--- src/rtl/rx_ram_pkg.sv ---
// Shared types and constants for the packet-RAM clients and the rx_ram_arbiter.
package rx_ram_pkg;

    localparam int unsigned RAM_AW  = 10;
    localparam int unsigned RAM_DW  = 32;
    localparam int unsigned RAM_BEW = 4;

    typedef enum logic {
        G0 = 1'b0,
        G1 = 1'b1
    } arb_state_t;

    typedef struct packed {
        logic [RAM_AW-1:0]  addr;
        logic               cs;
        logic               write;
        logic [RAM_DW-1:0]  wdata;
        logic [RAM_BEW-1:0] be;
    } ram_req_t;

endpackage

--- src/rtl/rx_ram_arbiter.sv ---
// Round-robin two-master Avalon-MM arbiter for the 1Kx32 packet RAM with a per-grant cap.
// Optional packet lock for master 0 is enabled by defining RX_RAM_ARB_LOCK_EN.
module rx_ram_arbiter
    import rx_ram_pkg::*;
#(
    parameter int unsigned MAX_BURST = 16
) (
    input  logic               clk_original,
    input  logic               rst_n,

    input  logic [RAM_AW-1:0]  m0_addr,
    input  logic               m0_chipselect,
    input  logic               m0_write,
    input  logic [RAM_DW-1:0]  m0_writedata,
    input  logic [RAM_BEW-1:0] m0_byteenable,
    input  logic               m0_lock,
    output logic [RAM_DW-1:0]  m0_readdata,
    output logic               m0_waitrequest,

    input  logic [RAM_AW-1:0]  m1_addr,
    input  logic               m1_chipselect,
    input  logic               m1_write,
    input  logic [RAM_DW-1:0]  m1_writedata,
    input  logic [RAM_BEW-1:0] m1_byteenable,
    output logic [RAM_DW-1:0]  m1_readdata,
    output logic               m1_waitrequest,

    output logic [RAM_AW-1:0]  ram_addr,
    output logic               ram_chipselect,
    output logic               ram_write,
    output logic [RAM_DW-1:0]  ram_writedata,
    output logic [RAM_BEW-1:0] ram_byteenable,
    input  logic [RAM_DW-1:0]  ram_readdata,
    input  logic               ram_waitrequest,

    output logic [1:0]         grant,
    output arb_state_t         dbg_state,
    output logic [7:0]         dbg_burst_cnt
);

    // Handshake: a transfer completes in the cycle ram_chipselect=1 and ram_waitrequest=0;
    // a master must hold its request stable while its waitrequest is 1.

    localparam logic [7:0] BURST_MAX  = 8'(MAX_BURST);
    localparam logic [7:0] BURST_LAST = 8'(MAX_BURST - 1);

    arb_state_t state_q, state_d;
    logic [7:0] burst_cnt_q, burst_cnt_d;
    logic       en_q;

    ram_req_t   m0_req, m1_req, own_req;
    logic       other_cs;
    logic       owner_idle;
    logic       completion;
    logic       lock_held;
    logic       do_switch;

    always_comb begin
        m0_req = '{addr: m0_addr, cs: m0_chipselect, write: m0_write,
                   wdata: m0_writedata, be: m0_byteenable};
        m1_req = '{addr: m1_addr, cs: m1_chipselect, write: m1_write,
                   wdata: m1_writedata, be: m1_byteenable};
    end

    assign own_req  = (state_q == G0) ? m0_req : m1_req;
    assign other_cs = (state_q == G0) ? m1_chipselect : m0_chipselect;

`ifdef RX_RAM_ARB_LOCK_EN
    assign lock_held = (state_q == G0) && m0_lock;
`else
    logic lock_unused;
    assign lock_unused = m0_lock;
    assign lock_held   = 1'b0;
`endif

    // en_q gates the slave request so an asserted reset drops it without waiting for a clock.
    always_ff @(posedge clk_original or negedge rst_n) begin
        if (!rst_n) begin
            en_q <= 1'b0;
        end else begin
            en_q <= 1'b1;
        end
    end

    assign ram_addr       = own_req.addr;
    assign ram_chipselect = own_req.cs & en_q;
    assign ram_write      = own_req.write & own_req.cs & en_q;
    assign ram_writedata  = own_req.wdata;
    assign ram_byteenable = own_req.be;

    assign m0_waitrequest = (state_q == G0) ? (ram_waitrequest | ~en_q) : 1'b1;
    assign m1_waitrequest = (state_q == G1) ? (ram_waitrequest | ~en_q) : 1'b1;
    assign m0_readdata    = ram_readdata;
    assign m1_readdata    = ram_readdata;

    assign completion = ram_chipselect & ~ram_waitrequest;
    assign owner_idle = ~own_req.cs;

    // A stalled owner is neither idle nor completing, so the grant cannot move mid-transfer.
    assign do_switch = other_cs && !lock_held &&
                       (owner_idle || (completion && (burst_cnt_q >= BURST_LAST)));

    always_comb begin
        state_d     = state_q;
        burst_cnt_d = burst_cnt_q;
        if (do_switch) begin
            state_d     = (state_q == G0) ? G1 : G0;
            burst_cnt_d = 8'd0;
        end else if (completion && (burst_cnt_q < BURST_MAX)) begin
            burst_cnt_d = burst_cnt_q + 8'd1;
        end
    end

    always_ff @(posedge clk_original or negedge rst_n) begin
        if (!rst_n) begin
            state_q     <= G0;
            burst_cnt_q <= 8'd0;
        end else begin
            state_q     <= state_d;
            burst_cnt_q <= burst_cnt_d;
        end
    end

    assign grant         = (state_q == G0) ? 2'b01 : 2'b10;
    assign dbg_state     = state_q;
    assign dbg_burst_cnt = burst_cnt_q;

endmodule

--- config.mk ---
export PLATFORM = sky130hd
export DESIGN_NAME = rx_ram_arbiter
export DESIGN_NICKNAME = d
export VERILOG_FILES = /design/src/rtl/rx_ram_pkg.sv /design/src/rtl/rx_ram_arbiter.sv
export SDC_FILE = /design/constraint.sdc
export NUM_CORES = 1
export LEC_CHECK = 0
export CAP_MARGIN = 20
export CELL_PAD_IN_SITES_DETAIL_PLACEMENT = 0
export CELL_PAD_IN_SITES_GLOBAL_PLACEMENT = 1
export CORE_MARGIN = 2
export CORE_UTILIZATION = 13
export DETAILED_ROUTE_END_ITERATION = 10
export PLACE_DENSITY = 0.9
export SYNTH_ARGS = -nofsm -noshare
export SYNTH_HDL_FRONTEND = slang
export SYNTH_SLANG_ARGS = --single-unit
--- constraint.sdc ---
create_clock -name clk_original -period 2 [get_ports clk_original]
set_input_delay 0.2 -clock clk_original [delete_from_list [all_inputs] [get_ports clk_original]]
set_output_delay 0.2 -clock clk_original [all_outputs]
set_load 0.01 [all_outputs]
==> impl_results.md, run 1 <==
* Drt pass-1 iters at 7
* Final Max Slew Viols at 0
* Fmax at 512 MHz
* Req. time, crit path at 1.80 ns
* Initial Util at 0.135
* Post-synth EDFFs at 0
* WP buf/inv at 2
* Sum Neg Setup Slack at 0 ns
* Register bit total from synthesis at 10
* Arrival @ worst endpoint at 1.75 ns
* Antenna Cells at 0
* Switching Fraction at 0.259
* WL/cell at 14.5 um
* Max-cap violations at 0
* Proportion of layout cells with a drive suffix above 1 at 0.227
* Slowest cell on crit path: clkdlybuf4s50_1
* Main synth FF type: dfrtp_1
* Global-route wire length before repair at 8050 um
* # setup viols final at 0
* Outcome: finished with violations
* Hold crit path type: in -> async
* Distinct cells, synth at 23
* Failing checks: design-rule violations
* Tcrit/Tclk final at 0.976
* Register share of total power at 0.164
* DP Area at 2840 um^2
* Worst slack, placed at 0.0512 ns
* Pint at 988 uW
* Synth async-reset ratio at 1.00
* Max FO, Critical Path at 26
* Initial antenna violation count at 0
* TritonCTS clock tree: yes
* Iteration-0 DRC count of the detailed router at 40
* Final net count at 394
* Clock slew at reported path FFs at 0.04 ns
* Clock Power Share at 0.301
* # fillers at 1239
* RSZ-0062 raised after global routing: false
* Warnings, synthesis at 0
* Power density cells at 453 nW/um^2
* Die Wd at 113 um
* Via Count at 1482
* Reported net switching power at 346 uW
* Core Area at 11500 um^2
* Worst Setup End Kind: output port
* Worst stage delay on the critical path at 0.49 ns
* Peak supply drop at 0.000424 V
* Largest net degree at the start of global routing at 53
* Synth Cell Area at 1550 um^2
* GPL Wtd Cong at 0.737
* All-Layer GR Usage at 0.0778
* # clock sinks at 10
* Post-synthesis sequential area ratio at 0.162
* Vias in the first global route at 1543
* Reg area at 251 um^2
* Num CTS Buffers at 3
* Setup WS post-layout at 0.0484 ns
* Detailed Place HPWL at 4540 um
* Period minus WS final at 1.95 ns
* Antenna Nets Post-Route at 0
* Syn Inst Count at 164
* Vias per cell at 3.68
* Drc violations at 20
* Max Buffers Root-to-Sink at 2
* P_leak at 0.00114 uW
* Worst skew pair latency at 0.24 ns
* Top Ports at 257
* Family with the most delay on the worst path: buffers and inverters
* CTS root buf: clkbuf_16
* Layout Skew at 0.00241 ns
* Crit-path cells: clkbuf_16 > mux2_2 > clkdlybuf4s50_1
* Htree depth at 1
* Multi-input logic area at 778 um^2
* Post-layout util at 0.256
* Die area at 12800 um^2
* Synthesized area per cell at 9.45 um^2
* Syn Nets at 297
* CP startpoint kind: register
* IO Port Bufs at 159
* WS Path Type: reg -> out
* Fin area at 2950 um^2
* P&R area growth vs syn at 90.3%
* Final WL at 5830 um
* Die height at 113 um
* Combinational power share at 0.534
* Row cnt at 39
* Tot Pwr at 1330 uW
* Final Hold Vio Count at 0
* Total grt overflow at 0
-- layout make-up --
class,count,area share
Timing Repair Buffer,163,0.559
Multi-Input combinational cell,82,0.264
Sequential cell,10,0.0853
Tap cell,143,0.0607
Clock buffer,4,0.0301
Inverter,1,0.00127
-- cells in the final DEF, fill, tap and decap left out, types with 2 or more instances in the layout --
cell	count
and3_1	3
nand2_1	2
clkbuf_16	4
dlygate4sd2_1	6
dfrtp_1	9
buf_4	2
nor2b_1	4
nand4_1	2
mux2_2	47
xor2_1	2
mux2i_1	2
nor2_1	8
clkdlybuf4s50_1	152
a21oi_1	2
xnor2_1	2
-- routing by layer --
metal	track usage	up-vias	share of wire
met1	0.0851	698	0.37
li1	-	682	-
met2	0.144	97	0.54
met3	0.0252	5	0.087
met4	0.0203	0	0.0082
met5	0	-	0
-- cells in the mapped netlist, types with 2 or more instances --
cell type  instances  share of area
buf_4             65           0.32
mux2_2            47           0.34
dfrtp_1           10           0.16
nor2_1             8          0.019
buf_2              5          0.016
nor2b_1            4          0.016
and3_1             3          0.012
a21oi_1            2         0.0065
mux2i_1            2          0.013
nand2_1            2         0.0048
nand4_1            2         0.0081
xnor2_1            2          0.011
xor2_1             2          0.011
-- state kept, by name, indices dropped and copies added, names as in the netlist --
name and cells:
dbg_burst_cnt 8, dbg_state 1, en_q 1
-- cell families (layout without fill, tap and decap cells) --
| logic type | after synthesis | in the layout | synth area share |
|---|---|---|---|
| AO/OA/AOI/OAI | 4 | 4 | 0.0339 |
| XOR/XNOR | 4 | 4 | 0.0226 |
| adder cells (fa/ha/maj) | 1 | 1 | 0.00808 |
| buffers and inverters | 72 | 168 | 0.336 |
| flip-flops | 10 | 10 | 0.162 |
| multiplexers | 49 | 49 | 0.355 |
| other | 1 | 1 | 0.00242 |
| AND/OR/NAND/NOR | 23 | 23 | 0.0808 |
-- final timing paths --
kind	from	end	slack, ns	cells past startpoint
setup reg to reg	dbg_burst_cnt[0]	dbg_burst_cnt[3]	0.36	5
setup / recovery	dbg_state	ram_addr[0]	0.05	3
hold / removal	rst_n	dbg_burst_cnt[5]	0.29	1
max in group asynchronous	rst_n	dbg_state	1.37	1
min in group clk_original	ram_readdata[28]	m0_readdata[28]	0.40	0
hold reg to reg	dbg_burst_cnt[5]	dbg_burst_cnt[5]	0.56	1
-- stage by stage --
step / std cells / hold WS [ns]
global placement: 398 / 0.400
global route: 403 / 0.325
finish: 403 / 0.286
floorplan: 164 / -0.0956
CTS: 402 / 0.294
detailed placement: 398 / 0.400
-- power groups by stage --
stage / clock network [uW] / logic, uW / registers, uW
finish: 402 / 713 / 219
global route: 423 / 757 / 221
CTS: 407 / 708 / 217
detailed placement: 0 / 712 / 220
global placement: 0 / 702 / 220
floorplan: 0 / 394 / 221
-- timing repair --
| action | 4_1_cts | 5_1_grt |
|---|---|---|
| gates resized for setup | 6 | 1 |
| buffers inserted | 0 | 0 |
| hold buffers | 0 | 0 |
| endpoints found under the hold margin | 0 | 0 |
| endpoints found under the setup margin | 6 | 41 |
| gates cloned | 0 | 1 |
No activity file was read; power rests on OpenSTA's default activity.
==> inputs of run 2 (changes only) <==
--- a/config.mk
+++ b/config.mk
@@ -11,7 +11,7 @@
 export CORE_MARGIN = 2
 export CORE_UTILIZATION = 13
 export DETAILED_ROUTE_END_ITERATION = 10
-export PLACE_DENSITY = 0.9
+export PLACE_DENSITY_LB_ADDON = 0.1
 export SYNTH_ARGS = -nofsm -noshare
 export SYNTH_HDL_FRONTEND = slang
 export SYNTH_SLANG_ARGS = --single-unit
==> run 2 against run 1 <==
Net effect: the run still ends with design-rule violations left; core utilization grew 0.23 points; sequential share of layout area decreased by 0.075 points; final cell count increased by 0.50%; clock skew grew 0.0013 ns; routed wire length increased by 9.7%; count of clock-buffer cells in the layout unchanged; first-iteration DRC count down 5.0%; clock power shrank 12%; worst hold slack better by 0.018 ns; non-clock buffer count is 2 higher; design area rose by 0.89%; global-route usage rose by 1.5 points.
==> impl_results.md, run 2 (synthesized netlist as in run 1, its figures left out) <==
* Outcome: finished with violations
* Failing checks: design-rule violations
* # placed instances at 401
* Peak supply drop at 0.000294 V
* RR Startpoint: dbg_burst_cnt[0]
* P_leak at 0.00120 uW
* Vias in the first global route at 1593
* Tcrit/Tclk final at 0.979
* R2r setup slk at 0.38 ns
* Final WL at 6400 um
* Via Count at 1469
* Top Ports at 257
* Slowest cell on crit path: clkdlybuf4s50_1
* Proportion of layout cells with a drive suffix above 1 at 0.229
* Period minus WS final at 1.96 ns
* Worst slack, placed at 0.0435 ns
* Die Wd at 113 um
* Iteration-0 DRC count of the detailed router at 38
* Final Max Slew Viols at 0
* Power density cells at 436 nW/um^2
* Final Hold Vio Count at 0
* Clock slew at reported path FFs at 0.04 ns
* Num CTS Buffers at 3
* RSZ-0062 raised after global routing: true
* Worst stage delay on the critical path at 0.50 ns
* Reg2Reg Capture Point: dbg_burst_cnt[2]
* Post-CTS Hold Buffers at 0
* Drt pass-1 iters at 7
* Worst skew pair latency at 0.23 ns
* GPL Wtd Cong at 0.670
* Initial Util at 0.135
* R2R cell count at 6
* Detailed Place HPWL at 5310 um
* Arrival @ worst endpoint at 1.76 ns
* Hold crit path type: in -> async
* Sum Neg Setup Slack at 0 ns
* Setup WS post-layout at 0.0415 ns
* Antenna Cells at 0
* Fmax at 511 MHz
* Layout Skew at 0.00375 ns
* All-Layer GR Usage at 0.0925
* Antenna Nets Post-Route at 0
* Core Area at 11500 um^2
* Htree depth at 1
* Row cnt at 39
* Max-cap violations at 0
* Commonest non-fill, non-tap cells in the layout: clkdlybuf4s50_1, mux2_2, dfrtp_1, dlymetal6s2s_1, nor2_1
* Final net count at 396
* Vias per cell at 3.63
* Max Buffers Root-to-Sink at 2
* TritonCTS clock tree: yes
* Req. time, crit path at 1.80 ns
* CP startpoint kind: register
* Setup bufs post-CTS at 0
* WS Path Type: reg -> out
* P&R area growth vs syn at 92.0%
* Die height at 113 um
* CTS root buf: clkbuf_16
* Global-route wire length before repair at 9180 um
* WL/cell at 15.8 um
* Worst Setup End Kind: output port
* # clock sinks at 10
* Drc violations at 20
* # setup viols final at 0
* Crit-path cells: buf_12 > mux2_2 > clkdlybuf4s50_1
* Die area at 12800 um^2
* Cell Count, Final, Fillers Out at 405
* Total grt overflow at 0
* Initial antenna violation count at 0
* IO Port Bufs at 159
* Max FFs per register at 8
* Max FO, Critical Path at 32
* Most common cell after layout, fill and taps aside: clkdlybuf4s50_1
* Largest net degree at the start of global routing at 33
[run 2: worst max-delay path by stage]
stage	startpoint	end	slack [ns]	cells after the start
6_report	dbg_state	ram_addr[9]	0.04	3
5_1_grt	dbg_state	ram_addr[1]	-0.007	3
4_1_cts	dbg_state	ram_writedata[31]	0.02	3
3_5_place_dp	m1_chipselect	ram_write	0.04	5
3_3_place_gp	m1_chipselect	ram_write	0.06	5
2_1_floorplan	dbg_state	ram_writedata[22]	0.38	4
[run 2: per-stage QoR]
step	hold slack, ns	total power (uW)	util	instance area [um^2]
final	0.304	1300	0.258	2970
after detailed placement	0.400	952	0.248	2860
after global placement	0.400	959	0.248	2860
after global routing	0.346	1370	0.258	2970
after floorplan	-0.0956	614	-	1550
after CTS	0.331	1330	0.256	2950
[run 2: routing by layer]
layer  track usage  vias up  part of all wire
li1              -      684                 -
met1         0.116      651              0.40
met2         0.156      127              0.50
met3        0.0236        7              0.10
met4        0.0268        0            0.0042
met5             0        -                 0
[run 2: timing repair]
| item | 4_1_cts | 5_1_grt |
|---|---|---|
| setup endpoints to repair | 21 | 17 |
| gates cloned | 0 | 0 |
| gates resized for setup | 3 | 10 |
| hold endpoints to repair | 0 | 0 |
[run 2: worst max-delay path, delay by kind of cell, from the launching register on]
family | cells | cell delay (ns)
buffers and inverters | 2 | 0.72
DFF | 1 | 0.43
muxes | 1 | 0.35
[run 2: layout make-up]
class                   instances  area (um^2)
inverters                       1         3.75
repair buffers                165         1680
fillers                      1239         8540
well taps                     143          179
clock buffers                   4         78.8
multi-input cells              82          778
flip-flops and latches         10          251
[run 2: where the power goes]
part	leakage (uW)	internal [uW]	switching, uW
registers	0.000134	210	9.73
logic	0.00103	481	241
clock network	0.0000382	267	87.3
total	0.00120	958	338
==> inputs of run 3 (changes only) <==
--- a/config.mk
+++ b/config.mk
@@ -8,6 +8,7 @@
 export CAP_MARGIN = 20
 export CELL_PAD_IN_SITES_DETAIL_PLACEMENT = 0
 export CELL_PAD_IN_SITES_GLOBAL_PLACEMENT = 1
+export CORE_ASPECT_RATIO = 1.1
 export CORE_MARGIN = 2
 export CORE_UTILIZATION = 13
 export DETAILED_ROUTE_END_ITERATION = 10
==> run 3 against run 2 <==
Net effect: the flow now finishes without violations; power shrank 1.6%; first-iteration DRC count shrank 47%; sequential cell count is the same; global-route usage shrank 0.14 points; core utilization shrank 0.21 points; highest routed layer unchanged; count of clock-buffer cells in the layout is the same; final cell count grew 2.0%; non-clock buffer count grew 1; die area is essentially flat; worst hold slack gained 0.011 ns.
==> impl_results.md, run 3 (synthesized netlist as in run 1, its figures left out) <==
* Combinational power share at 0.545
* All-Layer GR Usage at 0.0911
* Die Wd at 108 um
* Proportion of layout cells with a drive suffix above 1 at 0.232
* Tot Pwr at 1280 uW
* Row cnt at 41
* Reported net switching power at 343 uW
* Post-CTS Hold Buffers at 0
* P_leak at 0.00118 uW
* Global-route wire length before repair at 9150 um
* # fillers at 1278
* CTS root buf: clkbuf_16
* Initial Util at 0.134
* Final net count at 397
* Final Hold Vio Count at 0
* Core Area at 11500 um^2
* Fin area at 2960 um^2
* Outcome: completed
* Vias per cell at 3.58
* Initial antenna violation count at 0
* Die height at 118 um
* Detailed Place HPWL at 5200 um
* Drt pass-1 iters at 2
* Hold crit path type: in -> async
* TritonCTS clock tree: yes
* Crit. Startpoint: dbg_state
* Fmax at 509 MHz
* Antenna Cells at 0
* Max Buffers Root-to-Sink at 2
* RSZ-0062 raised after global routing: true
* Htree depth at 1
* Commonest non-fill, non-tap cells in the layout: clkdlybuf4s50_1, mux2_2, dlygate4sd2_1
* Register share of total power at 0.174
* Worst Setup End Kind: output port
* Via Count at 1480
* # clock sinks at 10
* Power density cells at 431 nW/um^2
* Top Ports at 257
* Final WL at 6730 um
* Post-layout util at 0.256
* P&R area growth vs syn at 90.9%
* Max FFs per register at 8
* Antenna Nets Post-Route at 0
* Clock Power Share at 0.281
* Arrival @ worst endpoint at 1.76 ns
* WL/cell at 16.3 um
* Req. time, crit path at 1.80 ns
* Worst skew pair latency at 0.23 ns
* Most common cell after layout, fill and taps aside: clkdlybuf4s50_1
* Num CTS Buffers at 3
* Max-cap violations at 0
* Actual slew at the worst max-slew pin at 0.531 ns
* Drc violations at 0
* Peak supply drop at 0.000404 V
* IO Port Bufs at 159
* Period minus WS final at 1.96 ns
* CP startpoint kind: register
* Layout Skew at 0.00304 ns
* DP Area at 2860 um^2
* Worst hold slack at 0.314 ns
* Clock slew at reported path FFs at 0.04 ns
* Vias in the first global route at 1527
* Tcrit/Tclk final at 0.982
* Iteration-0 DRC count of the detailed router at 20
* Slew HR at 0.643
* Pint at 932 uW
* Largest net degree at the start of global routing at 48
* Max FO, Critical Path at 12
* Final Max Slew Viols at 0
* Switching Fraction at 0.269
* GPL Wtd Cong at 0.668
* WS Path Type: reg -> out
* Die area at 12800 um^2
* Total grt overflow at 0
* RR Startpoint: dbg_burst_cnt[0]
* # setup viols final at 0
run 3: layout make-up:
class / count / area (um^2) / share of cell area
timing repair buffer: 166 / 1650 / 0.559
multi-input combinational: 82 / 782 / 0.264
sequential: 10 / 251 / 0.0851
tap: 150 / 188 / 0.0635
clock buffer: 4 / 78.8 / 0.0267
inverter: 1 / 3.75 / 0.00127
run 3: final timing paths:
check,cells after the start,slack (ns),endpoint
min in group clk_original,0,0.40,m0_readdata[11]
hold reg to reg,2,0.57,dbg_burst_cnt[3]
setup reg to reg,5,0.34,dbg_burst_cnt[6]
setup / recovery,3,0.04,ram_addr[6]
max in group asynchronous,1,1.31,dbg_state
hold / removal,1,0.31,dbg_burst_cnt[4]
run 3: timing repair:
item	4_1_cts	5_1_grt
endpoints found under the hold margin	0	0
gates resized for setup	31	1
gates cloned	0	2
endpoints found under the setup margin	31	16
setup buffers	0	1
run 3: power by group through the flow:
stage | clock network (uW) | registers (uW) | logic [uW]
2_1_floorplan | 0 | 221 | 394
3_3_place_gp | 0 | 222 | 727
3_5_place_dp | 0 | 222 | 722
4_1_cts | 367 | 219 | 679
5_1_grt | 377 | 224 | 748
6_report | 358 | 222 | 695
run 3: layer usage:
| metal | vias up | wire length [um] | global-route usage |
|---|---|---|---|
| li1 | 684 | - | - |
| met1 | 664 | 2410 | 0.0975 |
| met2 | 102 | 3460 | 0.169 |
| met3 | 30 | 663 | 0.0254 |
| met4 | 0 | 194 | 0.0304 |
| met5 | - | 0 | 0 |
run 3: critical path, cell delays in order (launching register included):
cell             delay [ns]
dfrtp_2                0.48
clkbuf_16              0.22
mux2_2                 0.33
clkdlybuf4s50_1        0.48
run 3: through the flow:
step | worst slack (ns) | instances | TNS [ns]
global route | -0.00541 | 413 | -0.00555
global placement | 0.0885 | 406 | 0
CTS | 0.00143 | 410 | 0
finish | 0.0351 | 413 | 0
detailed placement | 0.0953 | 406 | 0
floorplan | 0.382 | 164 | 0
